[src/rtl/counter_sched_pkg.sv]
// Shared opcode and FSM state definitions for the round-robin counter scheduler.
// Imported by the scheduler top and its testbench.
package counter_sched_pkg;

  localparam logic [1:0] OP_INC  = 2'b00;
  localparam logic [1:0] OP_DEC  = 2'b01;
  localparam logic [1:0] OP_LOAD = 2'b10;
  localparam logic [1:0] OP_CLR  = 2'b11;

  typedef enum logic [1:0] {
    ST_IDLE = 2'b00,
    ST_EXEC = 2'b01,
    ST_ACK  = 2'b10
  } state_t;

endpackage

[src/rtl/rr_arbiter.sv]
// Combinational round-robin pick: first set req bit strictly after the last
// grant, wrapping modulo N_REQ; the last-granted requester is checked last.
module rr_arbiter #(
  parameter int N_REQ = 4,
  parameter int IDX_W = $clog2(N_REQ)
) (
  input  logic [N_REQ-1:0] req,
  input  logic [IDX_W-1:0] last,
  output logic             valid,
  output logic [IDX_W-1:0] idx
);

  // scan from last+1 upward; the first hit wins and later hits are masked
  always_comb begin
    int               cand_s;
    logic [IDX_W-1:0] cidx_s;
    logic             hit_s;
    valid  = 1'b0;
    idx    = last;
    cand_s = 0;
    cidx_s = {IDX_W{1'b0}};
    hit_s  = 1'b0;
    for (int k = 1; k <= N_REQ; k++) begin
      cand_s = (int'(last) + k) % N_REQ;
      cidx_s = IDX_W'(cand_s);
      hit_s  = req[cidx_s] & ~valid;
      valid  = valid | hit_s;
      idx    = hit_s ? cidx_s : idx;
    end
  end

endmodule

[src/rtl/counter_sched.sv]
// Shares one WIDTH-bit counter among N_REQ requesters: IDLE grants round-robin,
// EXEC applies the latched op, ACK pulses the one-hot completion.
module counter_sched
  import counter_sched_pkg::*;
#(
  parameter int N_REQ = 4,
  parameter int WIDTH = 8,
  parameter int IDX_W = $clog2(N_REQ)
) (
  input  logic                   clk,
  input  logic                   reset,
  input  logic [N_REQ-1:0]       req,
  input  logic [2*N_REQ-1:0]     op,
  input  logic [WIDTH*N_REQ-1:0] data,
  output logic [N_REQ-1:0]       ack,
  output logic [WIDTH-1:0]       value,
  output logic                   wrap,
  output logic                   busy,
  output logic [IDX_W-1:0]       gnt_idx
);

  state_t           state_r, state_nx_s;
  logic [1:0]       op_r;
  logic [WIDTH-1:0] data_r;
  logic [WIDTH-1:0] value_r, value_nx_s;
  logic             wrap_r, wrap_nx_s;
  logic [N_REQ-1:0] ack_r, ack_nx_s;
  logic             busy_r;
  logic [IDX_W-1:0] gnt_idx_r;
  logic             win_vld_s;
  logic [IDX_W-1:0] win_idx_s;

  logic [1:0]       op_arr_s   [N_REQ];
  logic [WIDTH-1:0] data_arr_s [N_REQ];

  for (genvar g = 0; g < N_REQ; g++) begin : g_slice
    assign op_arr_s[g]   = op[2*g +: 2];
    assign data_arr_s[g] = data[WIDTH*g +: WIDTH];
  end

  rr_arbiter #(
    .N_REQ (N_REQ),
    .IDX_W (IDX_W)
  ) u_arb (
    .req   (req),
    .last  (gnt_idx_r),
    .valid (win_vld_s),
    .idx   (win_idx_s)
  );

  // next-state logic; req only matters in IDLE
  always_comb begin
    state_nx_s = state_r;
    case (state_r)
      ST_IDLE: begin
        if (win_vld_s) state_nx_s = ST_EXEC;
        else           state_nx_s = ST_IDLE;
      end
      ST_EXEC: state_nx_s = ST_ACK;
      ST_ACK:  state_nx_s = ST_IDLE;
      default: state_nx_s = ST_IDLE;
    endcase
  end

  // counter datapath; wrap only from arithmetic overflow, never LOAD/CLEAR
  always_comb begin
    value_nx_s = value_r;
    wrap_nx_s  = 1'b0;
    if (state_r == ST_EXEC) begin
      case (op_r)
        OP_INC: begin
          value_nx_s = value_r + WIDTH'(1);
          wrap_nx_s  = &value_r;
        end
        OP_DEC: begin
          value_nx_s = value_r - WIDTH'(1);
          wrap_nx_s  = ~|value_r;
        end
        OP_LOAD: value_nx_s = data_r;
        OP_CLR:  value_nx_s = {WIDTH{1'b0}};
        default: value_nx_s = value_r;
      endcase
    end else begin
      value_nx_s = value_r;
    end
  end

  // completion pulse lands in the cycle after EXEC
  always_comb begin
    ack_nx_s = {N_REQ{1'b0}};
    if (state_r == ST_EXEC) ack_nx_s[gnt_idx_r] = 1'b1;
    else                    ack_nx_s = {N_REQ{1'b0}};
  end

  // FSM state register
  always_ff @(posedge clk or negedge reset) begin
    if (!reset) state_r <= ST_IDLE;
    else        state_r <= state_nx_s;
  end

  // counter, output and grant-latch registers
  always_ff @(posedge clk or negedge reset) begin
    if (!reset) begin
      value_r   <= {WIDTH{1'b0}};
      wrap_r    <= 1'b0;
      ack_r     <= {N_REQ{1'b0}};
      busy_r    <= 1'b0;
      op_r      <= OP_INC;
      data_r    <= {WIDTH{1'b0}};
      gnt_idx_r <= IDX_W'(N_REQ - 1);
    end else begin
      value_r <= value_nx_s;
      wrap_r  <= wrap_nx_s;
      ack_r   <= ack_nx_s;
      busy_r  <= (state_nx_s != ST_IDLE);
      if (state_r == ST_IDLE && win_vld_s) begin
        op_r      <= op_arr_s[win_idx_s];
        data_r    <= data_arr_s[win_idx_s];
        gnt_idx_r <= win_idx_s;
      end else begin
        op_r      <= op_r;
        data_r    <= data_r;
        gnt_idx_r <= gnt_idx_r;
      end
    end
  end

  assign ack     = ack_r;
  assign value   = value_r;
  assign wrap    = wrap_r;
  assign busy    = busy_r;
  assign gnt_idx = gnt_idx_r;

endmodule

[config.mk]
export PLATFORM = sky130hd
export DESIGN_NAME = counter_sched
export DESIGN_NICKNAME = d
export VERILOG_FILES = /design/src/rtl/counter_sched_pkg.sv /design/src/rtl/rr_arbiter.sv /design/src/rtl/counter_sched.sv
export SDC_FILE = /design/constraint.sdc
export NUM_CORES = 1
export LEC_CHECK = 0
export ABC_AREA = 1
export CAP_MARGIN = 10
export CORE_AREA = 2 2 67 85
export DETAILED_ROUTE_END_ITERATION = 7
export DIE_AREA = 0 0 69 87
export PLACE_DENSITY = 0.74
export RECOVER_POWER = 25
export REMOVE_ABC_BUFFERS = 1
export SLEW_MARGIN = 20
export SYNTH_ARGS = -nofsm -noshare
export SYNTH_HDL_FRONTEND = slang
export SYNTH_SLANG_ARGS = --single-unit
[constraint.sdc]
create_clock -name clk -period 2.05 [get_ports clk]
set_input_delay 0.41 -clock clk [delete_from_list [all_inputs] [get_ports clk]]
set_output_delay 0.41 -clock clk [all_outputs]
set_load 0.005 [all_outputs]
==> impl_metrics.csv, run 1 <==
group,metric,value,unit
sta,rsz0062_at_grt,"yes",
detailed_routing,post_drt_wl_per_cell,11.8,um
sta,tightest_slew,0.670,ns
cts,cts.root.buffer_cell,"clkbuf_8",
global_routing,grt_max_degree,29,
yosys,synthCells,325,
yosys,netlist_area,0.00216,mm^2
floorplan,die_area,0.00600,mm^2
setup_path,crit_path_start_kind,"flop",
global_routing,antenna_found_initial,0,
yosys,yosysMostFrequentCell,"nand2_1",
cells_and_area,final_nets,456,
setup_path,cp_data_arrival_time,2.24,ns
yosys,ys_ff_latch,28,
yosys,synthTopCellsByCount,"102 x nand2_1, 83 x nand3_1, 31 x inv_1",
setup_path,crit_fanout,5,
global_routing,grt_pass1_wl,9.03,mm
power,powerDensity,2090,mW/mm^2
yosys,synthArstFlopShare,100,%
yosys,yosysUniqueCellTypes,30,
cts,path_clk_slew,0.10,ns
floorplan,die_w,69,um
power,vdd.ir_drop.worst,1.22,mV
cells_and_area,nFillCells,481,
power,leakage,1.60,nW
sta,slew_violations,0,
detailed_routing,ant_nets,0,
cts,cts_made_buffers,3,
cells_and_area,drive_above_1_share,20.3,%
hold_path,holdPathStages,2,
setup_path,cpPeakStageDelay,0.55,ns
status,status,"complete, no violations",
yosys,synth.area.top_cells,"dfrtp_1 30%, nand3_1 19%, nand2_1 18%",
hold_path,min_path_type,"reg2reg",
yosys,synth.avg_cell_area,6.64,um^2
cts,clock_path_buffers,2,
floorplan,chipHeight,87,um
sta,holdWs,0.481,ns
sta,period_needed,2.02,ns
sta,hold_viol_final,0,
setup_path,slowest_stage,"dfstp_2",
floorplan,io_pins,62,
setup_path,timing.rr.end,"data_r[6]",
yosys,yosysTopAreaCellShare,30.2,%
yosys,yosysWarnings,0,
global_routing,grt_overflow,0,
setup_path,timing.rr.start,"gnt_idx[1]",
detailed_routing,vias,2387,
yosys,synth_edf_count,0,
placement,port_buffers,61,
detailed_routing,routed_wl,5.52,mm
cells_and_area,n_antenna_cell,0,
sta,clock.fmax,0.495,GHz
global_routing,grt_pass1_vias,2176,
cts,clock_latency,0.27,ns
floorplan,start_util,41.0,%
yosys,ys.flop_type,"dfrtp_1",
yosys,synth_top_cell_by_area,"dfrtp_1",
setup_path,regToRegSetupSlack,0.03,ns
cts,htreeDepth,1,
yosys,seq_area_frac_synth,32.6,%
cells_and_area,syn_to_final_growth,51.4,%
sta,timing.final.crit_share,98.6,%
sta,maxSlewHeadroom,55.3,%
global_routing,grtUsageTotal,17.6,%
setup_path,cp_cell_sequence,"inv_2, ha_4, buf_6, nand3_2, nand2_2, nor2_4, nand2_2, nand2_4, nand2_8, clkbuf_16, nand3_2, nand3_1, nand2_1",
setup_path,cp_num_buf_inv,3,
detailed_routing,drtIter0Drc,129,
cts,clkSinkCount,28,
floorplan,core-area,0.00526,mm^2
power,power,6.82,mW
setup_path,crit_family,"simple AND/OR/NAND/NOR gates",
hold_path,worstHoldEndpoint,"data_r[7]",
placement,dp_hpwl,4.16,mm
detailed_routing,drc_errors,0,
sta,fin_skew,0.00834,ns
setup_path,crit_required,2.27,ns
cts,tritoncts,"built",
detailed_routing,dr.pass1.iters,4,
setup_path,crit_type,"reg2reg",
hold_path,hold_path.startpoint,"data_r[7]",
setup_path,r2r_cells,13,
sta,setup_viol,0,
detailed_routing,viasPerCell,5.10,
placement,gp_congestion,0.806,
floorplan,placementRows,30,
setup_path,setup.worst_path.end_class,"flop",
job,max_cap_viol_count,0,
flip-flops by register name, summed over array words and instances (netlist names):
signal and count:
state_r 2, data_r 8, busy 1, gnt_idx 2, ack 4, op_r 2
wrap 1, value 8
cells by family after synthesis:
family / Yosys count / share of synthesized area [%]
AO/OA/AOI/OAI: 15 / 4.23
XOR/XNOR: 2 / 0.812
adder cells (fa/ha/maj): 5 / 2.90
buffers and inverters: 47 / 10.2
flip-flops: 28 / 32.6
AND/OR/NAND/NOR: 228 / 49.3
area by class of cell:
class                      instances  area [um^2]  share of cell area, %
sequential                        28          703                   21.5
timing repair buffer              86          857                   26.2
timing repair inverter             1         8.76                  0.268
inverter                          35          149                   4.56
tap                               64         80.1                   2.45
clock buffer                       3         41.3                   1.26
multi-input combinational        250         1400                   42.8
clock inverter                     1         30.0                  0.920
timing repair:
| item | 4_1_cts | 5_1_grt |
|---|---|---|
| endpoints found under the setup margin | 10 | 11 |
| gates cloned | 0 | 2 |
| hold buffers | 0 | 0 |
| gates resized for setup | 2 | 43 |
| pin swaps | 1 | 26 |
| buffers inserted | 0 | 2 |
routing by layer:
metal,share of wire [%],global-route usage [%],wire length [um]
met1,43,21.8,2390
met2,51,32.7,2820
met3,4.7,1.27,262
met4,0.80,5.17,44
met5,0,0,0
placed cells by master, fill, tap and decap left out, drive strengths merged:
cell type,Yosys,final
o21a,1,1
dfstp,2,2
nor2,17,17
ha,5,5
dfrtp,26,26
nand3,88,88
dlygate4sd3,0,1
a22oi,2,2
nor3,1,1
nand3b,1,1
xor2,2,2
nand4,5,5
a31oi,2,2
o21ai,3,3
o21bai,1,1
nand2,115,115
inv,35,36
a41oi,1,1
nor4,1,1
clkbuf,3,5
clkdlybuf4s50,0,60
buf,9,23
bufinv,0,1
a21oi,5,5
how the worst max path moves through the flow:
stage	cells past startpoint	start	to	slack [ns]
after detailed placement	13	gnt_idx[0]	data_r[0]	-0.11
after global placement	13	gnt_idx[0]	data_r[1]	-0.06
final	13	gnt_idx[1]	data_r[6]	0.03
after floorplan	13	gnt_idx[0]	data_r[0]	-0.21
after CTS	12	gnt_idx[1]	data_r[0]	0.02
after global routing	12	gnt_idx[0]	data_r[6]	-0.09
per-stage QoR:
step                cells  setup TNS (ns)  cell area (um^2)  worst slack, ns  util [%]
floorplan             313           -2.19              2070           -0.208         -
global placement      460          -0.515              2960          -0.0625      56.2
detailed placement    460          -0.817              2960           -0.106      56.2
CTS                   464               0              3040           0.0242      57.9
global route          468          -0.616              3270          -0.0893      62.1
finish                468               0              3270           0.0288      62.1
power by group:
group,internal (mW),switching [mW],total [mW]
clock,0.261,0.161,0.422
sequential,0.840,0.199,1.04
combinational,2.34,3.02,5.36
total,3.44,3.38,6.82
tightest hold or removal path, stage by stage (launching register included):
cell and delay [ns]:
dfrtp_1 0.36, nand2_1 0.05, nand2_1 0.05
Note: power is estimated with default switching activity, not from simulation.
==> run 2: changes to the inputs <==
--- a/config.mk
+++ b/config.mk
@@ -6,8 +6,10 @@
 export NUM_CORES = 1
 export LEC_CHECK = 0
 export ABC_AREA = 1
+export ABC_CLOCK_PERIOD_IN_PS = 2050
 export CAP_MARGIN = 10
 export CORE_AREA = 2 2 67 85
+export CTS_CLUSTER_SIZE = 24
 export DETAILED_ROUTE_END_ITERATION = 7
 export DIE_AREA = 0 0 69 87
 export PLACE_DENSITY = 0.74
==> results of run 2 <==
Same layout as run 1: the final DEF is identical, and so are final timing and power.
